[src/rtl/phy_pkg.sv]
// Shared PHY lane definitions: byte width, idle/alignment COMMA and RX alignment states.
`timescale 1ns/1ps
package phy_pkg;
  localparam int BYTE_W = 8;
  localparam logic [BYTE_W-1:0] COMMA_BYTE = 8'hBC;

  typedef enum logic [1:0] {
    SEARCH = 2'd0,
    ALIGN  = 2'd1,
    ACTIVE = 2'd2
  } rx_state_e;
endpackage

[src/rtl/phy_rx_lane_deser.sv]
// One RX lane: hunts for COMMA bit-by-bit, confirms LOCK_COUNT aligned COMMAs,
// then emits one registered byte per 8 clk_8f cycles.
`timescale 1ns/1ps
module phy_rx_lane_deser
  import phy_pkg::*;
#(
  parameter logic [BYTE_W-1:0] COMMA      = COMMA_BYTE,
  parameter int                LOCK_COUNT = 4
) (
  input  logic              clk_8f,
  input  logic              reset,
  input  logic              data_inS,
  output logic [BYTE_W-1:0] data_out,
  output logic              valid_out,
  output logic              byte_stb,
  output logic              active
);

  localparam logic [3:0] LOCK_N = LOCK_COUNT[3:0];

  rx_state_e         state_q, state_d;
  logic [BYTE_W-1:0] sr_q, sr_d;
  logic [2:0]        bit_cnt_q, bit_cnt_d;
  logic [3:0]        bc_cnt_q, bc_cnt_d;
  logic [BYTE_W-1:0] data_q, data_d;
  logic              valid_q, valid_d;
  logic              stb_q, stb_d;
  logic              active_q, active_d;

  logic is_comma, boundary;

  always_ff @(posedge clk_8f) begin
    if (reset) begin
      state_q   <= SEARCH;
      sr_q      <= '0;
      bit_cnt_q <= '0;
      bc_cnt_q  <= '0;
      data_q    <= '0;
      valid_q   <= 1'b0;
      stb_q     <= 1'b0;
      active_q  <= 1'b0;
    end else begin
      state_q   <= state_d;
      sr_q      <= sr_d;
      bit_cnt_q <= bit_cnt_d;
      bc_cnt_q  <= bc_cnt_d;
      data_q    <= data_d;
      valid_q   <= valid_d;
      stb_q     <= stb_d;
      active_q  <= active_d;
    end
  end

  always_comb begin
    sr_d      = {sr_q[BYTE_W-2:0], data_inS};
    state_d   = state_q;
    bit_cnt_d = bit_cnt_q;
    bc_cnt_d  = bc_cnt_q;
    data_d    = data_q;
    valid_d   = valid_q;
    stb_d     = 1'b0;
    active_d  = active_q;
    is_comma  = (sr_d == COMMA);
    boundary  = (bit_cnt_q == 3'd7);

    case (state_q)
      SEARCH: begin
        // The COMMA's LSB lands this edge, so the next bit starts a fresh byte.
        if (is_comma) begin
          bit_cnt_d = 3'd0;
          bc_cnt_d  = 4'd1;
          if (LOCK_N == 4'd1) begin
            state_d  = ACTIVE;
            active_d = 1'b1;
          end else begin
            state_d = ALIGN;
          end
        end
      end
      ALIGN: begin
        bit_cnt_d = bit_cnt_q + 3'd1;
        if (boundary) begin
          if (is_comma) begin
            bc_cnt_d = bc_cnt_q + 4'd1;
            if (bc_cnt_q + 4'd1 == LOCK_N) begin
              state_d  = ACTIVE;
              active_d = 1'b1;
            end
          end else begin
            // False lock: resume the hunt from the next bit.
            state_d  = SEARCH;
            bc_cnt_d = 4'd0;
          end
        end
      end
      ACTIVE: begin
        bit_cnt_d = bit_cnt_q + 3'd1;
        if (boundary) begin
          data_d  = sr_d;
          valid_d = !is_comma;
          stb_d   = 1'b1;
        end
      end
      default: state_d = SEARCH;
    endcase
  end

  assign data_out  = data_q;
  assign valid_out = valid_q;
  assign byte_stb  = stb_q;
  assign active    = active_q;

endmodule

[config.mk]
export PLATFORM = sky130hd
export DESIGN_NAME = phy_rx_lane_deser
export DESIGN_NICKNAME = d
export VERILOG_FILES = /design/src/rtl/phy_pkg.sv /design/src/rtl/phy_rx_lane_deser.sv
export SDC_FILE = /design/constraint.sdc
export NUM_CORES = 1
export LEC_CHECK = 0
export CORE_ASPECT_RATIO = 0.5
export CORE_MARGIN = 1
export CORE_UTILIZATION = 40
export DETAILED_ROUTE_END_ITERATION = 16
export HOLD_SLACK_MARGIN = 0.08
export PLACE_DENSITY = 0.59
export SLEW_MARGIN = 0
export SYNTH_ARGS = -nofsm -noshare
export SYNTH_HDL_FRONTEND = slang
export SYNTH_SLANG_ARGS = --single-unit
[constraint.sdc]
create_clock -name clk_8f -period 1.7 [get_ports clk_8f]
set_input_delay 0.17 -clock clk_8f [delete_from_list [all_inputs] [get_ports clk_8f]]
set_output_delay 0.17 -clock clk_8f [all_outputs]
set_load 0.05 [all_outputs]
==> results.toml, run 1 <==
[sta]
post-route-min-period_ns = 1.60
hold_viol_final = 0
grt_setup_unrepaired = "no"
maxSlewHeadroom = 0.672
timing.final.crit_share = 0.942
clock.fmax_ghz = 0.624
final.setup.worst_slack_ns = 0.0978
tightest_slew_ns = 0.490
report.final.slew_viol_count = 0
setup_viol = 0
totalNegativeSetupSlack_ns = 0
final_skew_ns = 0.00183

[synth]
post_synth.cell_area_avg_sq_um = 8.82
netlist.area_leader.share = 0.465
synth.distinct_cells = 28
synthDominantAreaCellType = "dfxtp_1"
synthesis.instances = 132
synth_warnings = 0
ys_seq_area_frac = 0.465
ys_seq_elements = 27
synth.net_count = 142
synth_top_cells_by_area = "dfxtp_1 46%, ha_1 7.5%, nand2_1 6.8%"
synthesis.area_sq_um = 1160

[layout]
post_route_cells_drive_above_1_share = 0.162
areaGrowthSynthToFinish_pct = 25.3
finish.utilization = 0.546
fin_nets = 165
final_common_cell = "dfxtp_1"
layout_common_cells = "24 x dfxtp_1, 21 x nand2_1, 14 x a21oi_1"
n_antenna_cell = 0

[clocking]
clkLatencyLatePin_ns = 0.28
root_buffer = "clkbuf_8"
cts_tree = "done"
postCtsSetupRepairBufs = 0
ctsLongestPathBuffers = 2
tritoncts_num_sinks = 27
clkTransAtPathRegs_ns = 0.10
total_clock_buffers_created_by_cts = 3
cts-htree-levels = 1

[place]
hpwlAfterDp_mm = 1.70
io_buffer_count = 13
preCtsSetupSlack_ns = -0.164
gp_congestion = 0.795

[die]
initial_core_util = 0.436
die_area_sq_um = 3140
fp.coreArea_sq_um = 2670
chipWidth_um = 78.3
die_h_um = 40.1
floorplan.io_pins = 14
row_count = 13

[power_and_ir_drop]
static_leakage_uw = 0.000574
switching_power_uw = 235
power.sequential.fraction = 0.605
power.clock.fraction = 0.371
total_power_uw = 1060
vdd_drop_max_v = 0.000366
part_of_the_total_power_dissipated_in_combinational_logic = 0.025
p_int_uw = 821
power.switching_fraction = 0.222
power_per_cell_area_nw_per_um2 = 724

[critical_path]
cp-end-kind = "output pin"
critical_path_peak_fanout = 2
critical_path_buf_inv_count = 1
path_cells = "clkdlybuf4s50_1"
timing.setup.critical_path_class = "register to output pin"
max_stage_delay_ns = 0.80
critical_path_source_type = "register"
critPathSlowestCell = "clkdlybuf4s50_1"
critPathTopFamily = "buffers and inverters"
worst_ep_required_time_ns = 1.53
critical_path_arrival_ns = 1.43

[global_route]
global_route.overflow_total = 0
grt_first_pass_wirelength_mm = 3.91
grtUsageTotal = 0.172
grt_antenna_before_repair = 0
vias_in_the_first_global_route = 846
grt_max_degree = 18

[run]
timing.max_cap.violations = 0

[drt]
viasPerCell = 4.86
drcViolationCount = 0
post_detailed_route_count_of_antenna_violating_nets = 0
drt-wirelength-per-cell_um = 12.4
num_vias = 929
detail_route.wirelength_mm = 2.36
dr.first_iter.drc_count = 47
drt_pass1_iterations = 4

[outcome]
result_of_the_run = "finished, final reports clean"

[worst_hold_path]
hold_path_class = "register to register"
-- state kept, by name, indices dropped and copies added (netlist names) --
name	flops
bc_cnt_q	4
byte_stb	1
bit_cnt_q	3
data_out	8
valid_out	1
sr_q	7
active	1
state_q	2
-- synth_stat cells, drive strengths merged --
| cell | instances |
|---|---|
| inv | 3 |
| and2 | 2 |
| a211oi | 2 |
| nor3 | 2 |
| nor2 | 9 |
| nand2b | 3 |
| nand3 | 2 |
| nand3b | 1 |
| o21ai | 6 |
| buf | 1 |
| and3 | 2 |
| a31oi | 2 |
| and4b | 1 |
| a21oi | 14 |
| dfxtp | 27 |
| a2111oi | 1 |
| nor2b | 10 |
| nand4 | 3 |
| xnor2 | 1 |
| a41oi | 1 |
| ha | 7 |
| or3 | 1 |
| nand2 | 21 |
| clkbuf | 5 |
| a211o | 1 |
| and4bb | 1 |
| mux2i | 3 |
-- worst paths after layout --
| path | start | endpoint | slack [ns] | cells after the start |
|---|---|---|---|---|
| hold reg to reg | sr_q[6]$_SDFF_PP0_ | data_out[7]$_SDFFE_PP0P_ | 0.46 | 2 |
| hold / removal | sr_q[6]$_SDFF_PP0_ | data_out[7]$_SDFFE_PP0P_ | 0.46 | 2 |
| setup / recovery | data_out[1]$_SDFFE_PP0P_ | data_out[1] | 0.1 | 1 |
| setup reg to reg | sr_q[5]$_SDFF_PP0_ | bc_cnt_q[3]$_SDFFE_PP0P_ | 0.12 | 5 |
-- layer usage --
layer / GRT usage / routed length, um / part of all wire / vias to the layer above
li1: - / - / - / 494
met1: 0.215 / 1190 / 0.51 / 422
met2: 0.292 / 1050 / 0.44 / 11
met3: 0.0614 / 99 / 0.042 / 2
met4: 0.0417 / 21 / 0.0089 / 0
met5: 0 / 0 / 0 / -
-- repair_timing --
action | 4_1_cts | 5_1_grt
hold buffers | 0 | 0
gates resized for setup | 0 | 7
setup endpoints to repair | 0 | 4
hold endpoints to repair | 0 | 0
-- metrics by stage --
step	instances	area [sq um]	hold WS (ns)
2_1_floorplan	132	1160	0.298
3_3_place_gp	187	1390	0.443
3_5_place_dp	187	1390	0.450
4_1_cts	191	1440	0.466
5_1_grt	191	1460	0.475
6_report	191	1460	0.457
-- kinds of logic after synthesis --
| kind of cell | after synthesis | synth area share |
|---|---|---|
| buf+inv | 9 | 0.0323 |
| mux | 3 | 0.0258 |
| xor+xnor | 1 | 0.00753 |
| fa+ha+maj | 7 | 0.0753 |
| simple gates | 58 | 0.257 |
| flops | 27 | 0.465 |
| compound gates | 27 | 0.138 |
-- power groups by stage --
stage	sequential, uW	combinational (uW)	clock (uW)
floorplan	652	13.3	0
global placement	653	25.7	0
detailed placement	653	26.0	0
CTS	639	26.2	407
global route	640	28.4	435
finish	638	26.0	391
-- area by class of cell --
type | count | area, sq um
clock buffers | 3 | 41.3
multi-input cells | 96 | 596
inverters | 3 | 11.3
fillers | 273 | 1210
repair buffers | 24 | 210
clock inverters | 1 | 8.76
flip-flops and latches | 27 | 544
well taps | 37 | 46.3
Power figures use the tool's default switching activity.
==> inputs of run 2 (changes only) <==
--- a/config.mk
+++ b/config.mk
@@ -5,6 +5,7 @@
 export SDC_FILE = /design/constraint.sdc
 export NUM_CORES = 1
 export LEC_CHECK = 0
+export ABC_CLOCK_PERIOD_IN_PS = 1700
 export CORE_ASPECT_RATIO = 0.5
 export CORE_MARGIN = 1
 export CORE_UTILIZATION = 40
==> results of run 2 <==
Final layout, timing and power as in run 1 (identical DEF).
==> inputs of run 3 (changes only) <==
--- a/config.mk
+++ b/config.mk
@@ -6,10 +6,12 @@
 export NUM_CORES = 1
 export LEC_CHECK = 0
 export ABC_CLOCK_PERIOD_IN_PS = 1700
+export CAP_MARGIN = 10
 export CORE_ASPECT_RATIO = 0.5
 export CORE_MARGIN = 1
 export CORE_UTILIZATION = 40
 export DETAILED_ROUTE_END_ITERATION = 16
+export GPL_TIMING_DRIVEN = 0
 export HOLD_SLACK_MARGIN = 0.08
 export PLACE_DENSITY = 0.59
 export SLEW_MARGIN = 0
==> run 3 against run 2 <==
Against the previous run: register-to-register slack lost 0.04 ns; cell area shrank 1.7%; die area is the same; worst setup slack lost 0.019 ns; maximum frequency shrank 1.2%; critical path depth grew 5; count of clock-buffer cells in the layout is the same; global-route usage shrank 0.53 points; non-clock buffer count shrank 8; critical endpoint is now state_q[0]$_SDFFE_PP0P_.
==> results.toml, run 3 (synthesis results as in run 1) <==
[place]
placed_area_sq_um = 1330
placed_cells_incl_taps = 181
io_buffer_count = 12
hpwlAfterDp_mm = 1.63
gp_congestion = 0.703

[sta]
setup_viol = 0
report.final.slew_viol_count = 0
clock.fmax_ghz = 0.617
tightest_slew_ns = 0.503
grt_setup_unrepaired = "no"
timing.final.crit_share = 0.954
hold_viol_final = 0
post-route-min-period_ns = 1.62
maxSlewHeadroom = 0.663
final_skew_ns = 0.00401

[critical_path]
timing.setup.critical_path_class = "register to register"
worst_ep_required_time_ns = 1.91
critPathTopFamily = "compound AO/OA/AOI/OAI gates"
regToRegStartpoint = "bc_cnt_q[0]$_SDFFE_PP0P_"
max_stage_delay_ns = 0.36
r2r.worst_path.cells = 6
critical_path_arrival_ns = 1.83
critical_path_peak_fanout = 6
path_cells = "ha_1 > nor2b_1 > a211o_1 > and3_1 > o21ai_1 > mux2i_1"
reg2reg_setup_slack_ns = 0.08
r2r_end = "state_q[0]$_SDFFE_PP0P_"
cp-end-kind = "register"
critical_path_buf_inv_count = 0
critical_path_source_type = "register"
critPathSlowestCell = "dfxtp_2"

[drt]
viasPerCell = 4.93
detail_route.wirelength_mm = 2.38
dr.first_iter.drc_count = 67
drt_pass1_iterations = 4
num_vias = 902
drcViolationCount = 0
post_detailed_route_count_of_antenna_violating_nets = 0
drt-wirelength-per-cell_um = 13.0

[die]
floorplan.io_pins = 14
initial_core_util = 0.436
row_count = 13
die_area_sq_um = 3140
fp.coreArea_sq_um = 2670
chipWidth_um = 78.3
die_h_um = 40.1

[global_route]
global_route.overflow_total = 0
grt_max_degree = 18
grt_antenna_before_repair = 0
met2_usage = 0.237
globalRouteMet3Util = 0.0614
grt_most_used_layer = "met2"
gr-usage-met1 = 0.235
grt_first_pass_wirelength_mm = 3.72
vias_in_the_first_global_route = 708
grtUsageTotal = 0.166

[worst_hold_path]
timing.hold.worst.start = "reset"
hold_path_class = "primary input to register"
hold-path-endpoint = "sr_q[6]$_SDFF_PP0_"
min_delay_path_depth = 2

[layout]
final_common_cell = "dfxtp_1"
layout_common_cells = "22 x dfxtp_1, 21 x nand2_1, 13 x a21oi_1"
largest_register_ffs = 8
stdcell_area_sq_um = 1430
post_route_cells_drive_above_1_share = 0.137
fin_nets = 157
areaGrowthSynthToFinish_pct = 23.1
n_antenna_cell = 0
layout.cells.non_filler = 183
nFillCells = 263

[clocking]
ctsLongestPathBuffers = 2
cts_tree = "done"
cts-htree-levels = 1
tritoncts_num_sinks = 27
total_clock_buffers_created_by_cts = 3
root_buffer = "clkbuf_8"
clkLatencyLatePin_ns = 0.28
clkTransAtPathRegs_ns = 0.10

[outcome]
result_of_the_run = "finished, final reports clean"

[power_and_ir_drop]
static_leakage_uw = 0.000522
vdd_drop_max_v = 0.000342
power_per_cell_area_nw_per_um2 = 734

[run]
timing.max_cap.violations = 0
## run 3: power by group
| group | internal (uW) | switching, uW | total, uW |
|---|---|---|---|
| registers | 636 | 2.19 | 638 |
| clock network | 173 | 221 | 393 |
| logic | 7.62 | 13.5 | 21.2 |
| total | 816 | 236 | 1050 |
## run 3: worst max path at each step
stage	end	slack [ns]	from	cells past startpoint
5_1_grt	bc_cnt_q[2]$_SDFFE_PP0P_	0.005	state_q[1]$_SDFFE_PP0P_	6
3_5_place_dp	bc_cnt_q[2]$_SDFFE_PP0P_	-0.23	data_inS	6
4_1_cts	bc_cnt_q[2]$_SDFFE_PP0P_	0.01	bit_cnt_q[0]$_SDFFE_PP0P_	6
2_1_floorplan	bc_cnt_q[2]$_SDFFE_PP0P_	0.10	state_q[1]$_SDFFE_PP0P_	7
3_3_place_gp	bc_cnt_q[2]$_SDFFE_PP0P_	-0.25	data_inS	6
6_report	state_q[0]$_SDFFE_PP0P_	0.08	bc_cnt_q[0]$_SDFFE_PP0P_	6
## run 3: cell type report
cell class	count	area [sq um]	area share
timing repair buffer	12	120	0.0838
multi-input combinational	96	639	0.446
clock buffer	3	41.3	0.0288
buffer	4	18.8	0.0131
tap	37	46.3	0.0323
clock inverter	1	8.76	0.00611
inverter	3	11.3	0.00786
sequential	27	547	0.382
## run 3: metrics by stage
step	total power, uW	hold slack (ns)	util	worst slack [ns]	TNS (ns)
5_1_grt	1100	0.327	0.537	0.00514	0
4_1_cts	1070	0.271	0.519	0.0129	0
3_3_place_gp	674	0.444	0.499	-0.248	-1.17
6_report	1050	0.290	0.537	0.0785	0
3_5_place_dp	674	0.449	0.499	-0.228	-1.19
2_1_floorplan	665	0.298	-	0.104	0
## run 3: what timing repair did
item,4_1_cts,5_1_grt
hold buffers,0,0
endpoints found under the setup margin,7,15
resized for setup,3,12
pin swaps,0,1
setup buffers,0,0
## run 3: metal layers
metal,routed length (um),vias up
met3,61,0
met5,0,-
met4,0,0
li1,-,476
met1,1330,418
met2,987,8
==> patch: new RTL, flow settings as in run 3 <==
Register the output `data_out` once more; this adds one clock of latency there. The other outputs are not delayed to match.
--- a/src/rtl/phy_rx_lane_deser.sv
+++ b/src/rtl/phy_rx_lane_deser.sv
@@ -106,5 +106,7 @@
   end
 
-  assign data_out  = data_q;
+  always_ff @(posedge clk_8f) begin
+    data_out <= data_q;
+  end
   assign valid_out = valid_q;
   assign byte_stb  = stb_q;
Check against the original RTL: same outputs for any inputs over 10 cycles, from zero or initial values and one cycle with reset high; that may be too few to reach the edited logic, so the function may still have changed.
==> patch against run 3 <==
  * The flow now finishes with violations (DRC)
  * Clock skew rose by 0.0032 ns
  * Sequential cell count rose by 8
  * Area after synthesis rose by 17%
  * Routed wire length rose by 7.9%
  * Power rose by 51%
  * Setup slack improved by 0.033 ns
  * Clock power rose by 88%
  * Combinational power rose by 23%
  * First-iteration DRC count fell by 45%
  * Final cell count rose by 9.8%
  * Final area rose by 16%
==> patch: results (changes against run 3) <==
[placed_design]
io_buffers = 13  ; +1
dp_slack_ns = -0.0385  ; +0.189 ns
place_area_sq_um = 1540  ; +16%
place_hpwl_mm = 1.78  ; +8.8%
gp_congestion = 0.787  ; +12%
dp.cells = 194  ; +7.2%

[sta]
skew_ns = 0.00723  ; +0.00322 ns
fin_crit_ns = 1.59  ; -0.0332 ns
timing.hold.ws_ns = 0.352  ; +0.0622 ns
hold_viol_final = 0  ; unchanged
slew_headroom_pct = 63.4  ; -3.0 points

[synth]
synth-compound-area-share_pct = 15.2  ; +1.4 points
ys_ff_latch = 35  ; +30%
synth_top_cells_by_area = dfxtp_1 52%, ha_1 6.5%, nand2_1 5.3%, a21oi_1 4.4%, nor2b_1 3.7%
synth_seq_area_share_pct = 51.6  ; +5.2 points
synth_nets = 151  ; +6.3%
muxShareOfSynthArea_pct = 1.47  ; -1.1 points

[power]
leakagePower_nw = 0.594  ; +14%
netSwitchingPower_mw = 0.322  ; +36%
irDropWorstVdd_mv = 0.338  ; -1.2%

[worst_setup_path]
cp_top_family = buffers and inverters
rr_endpoint = state_q[1]$_SDFFE_PP0P_
crit_path_end = active
worst-r2r-setup-slack_ns = 0.14  ; +0.06 ns
startpoint = active$_SDFFE_PP0P_
critical_path_arrival_ns = 1.42  ; -0.41 ns
max_stage_delay_ns = 0.80  ; +0.44 ns
worstPathMaxFanout = 2  ; -4
cp_slowest_cell = clkdlybuf4s50_1

[cells_and_area]
multi_input_area_share_pct = 38.7  ; -6.0 points
drive_above_1_share_pct = 9.32  ; -4.4 points
nNetsFinal = 170  ; +8.3%
seq_share_pct = 42.1  ; +4.0 points
final_area_sq_um = 1660  ; +16%
n_all_inverters = 4  ; +1
fillers = 303  ; +15%
buf_share_pct = 8.50  ; -1.2 points
clk_share_pct = 6.77  ; +3.3 points

[routing]
vias = 1025  ; +14%
first_iter_violations = 37  ; -45%
wl_mm = 2.56  ; +7.9%
drc = 2  ; +2
firstDrtPassIters = 12  ; +8

[clocking]
cts.reportedPaths.clkPinSlew_ns = 0.08  ; -0.02 ns
cts_made_buffers = 5  ; +2
cts_resized = 0  ; -3
htreeDepth = 2  ; +1

[worst_hold_path]
hold_path_end = data_out[5]$_DFF_P_
whs_path_depth = 0  ; -2
min_from = data_q[5]$_SDFFE_PP0P_
hold_path.class = flop to flop

[global_route]
grt_max_degree = 13  ; -5
grt_pass1_wl_mm = 4.40  ; +18%
grt_pass1_vias = 981  ; +39%

[run_status]
violations = DRC
status = complete, but fails checks

[patch: cell count changes in the layout (fill, tap and decap cells not counted), moves of 2 or more]
| cell | before | now |
|---|---|---|
| o21ai_0 | 4 | 2 |
| nand2_1 | 21 | 19 |
| a311oi_1 | 0 | 2 |
| nand4bb_1 | 0 | 2 |
| nor2b_1 | 10 | 7 |
| nand4_1 | 3 | 1 |
| a31oi_1 | 1 | 4 |
| dfxtp_1 | 22 | 35 |
| clkbuf_8 | 3 | 5 |
| dfxtp_2 | 5 | 0 |
[patch: power groups by stage]
stage	Sequential (mW)	Combinational [mW]	Clock [mW]
after CTS	0.826	0.0262	0.757
after detailed placement	0.845	0.0260	0
final	0.826	0.0260	0.740
after global placement	0.845	0.0255	0
after floorplan	0.844	0.0147	0
after global routing	0.827	0.0284	0.799
[patch: layer usage]
metal  GRT usage, %  wire length (um)
met5              0                 0
met1           21.4              1390
met4           3.73                 0
met3           8.17               116
met2           23.6              1060
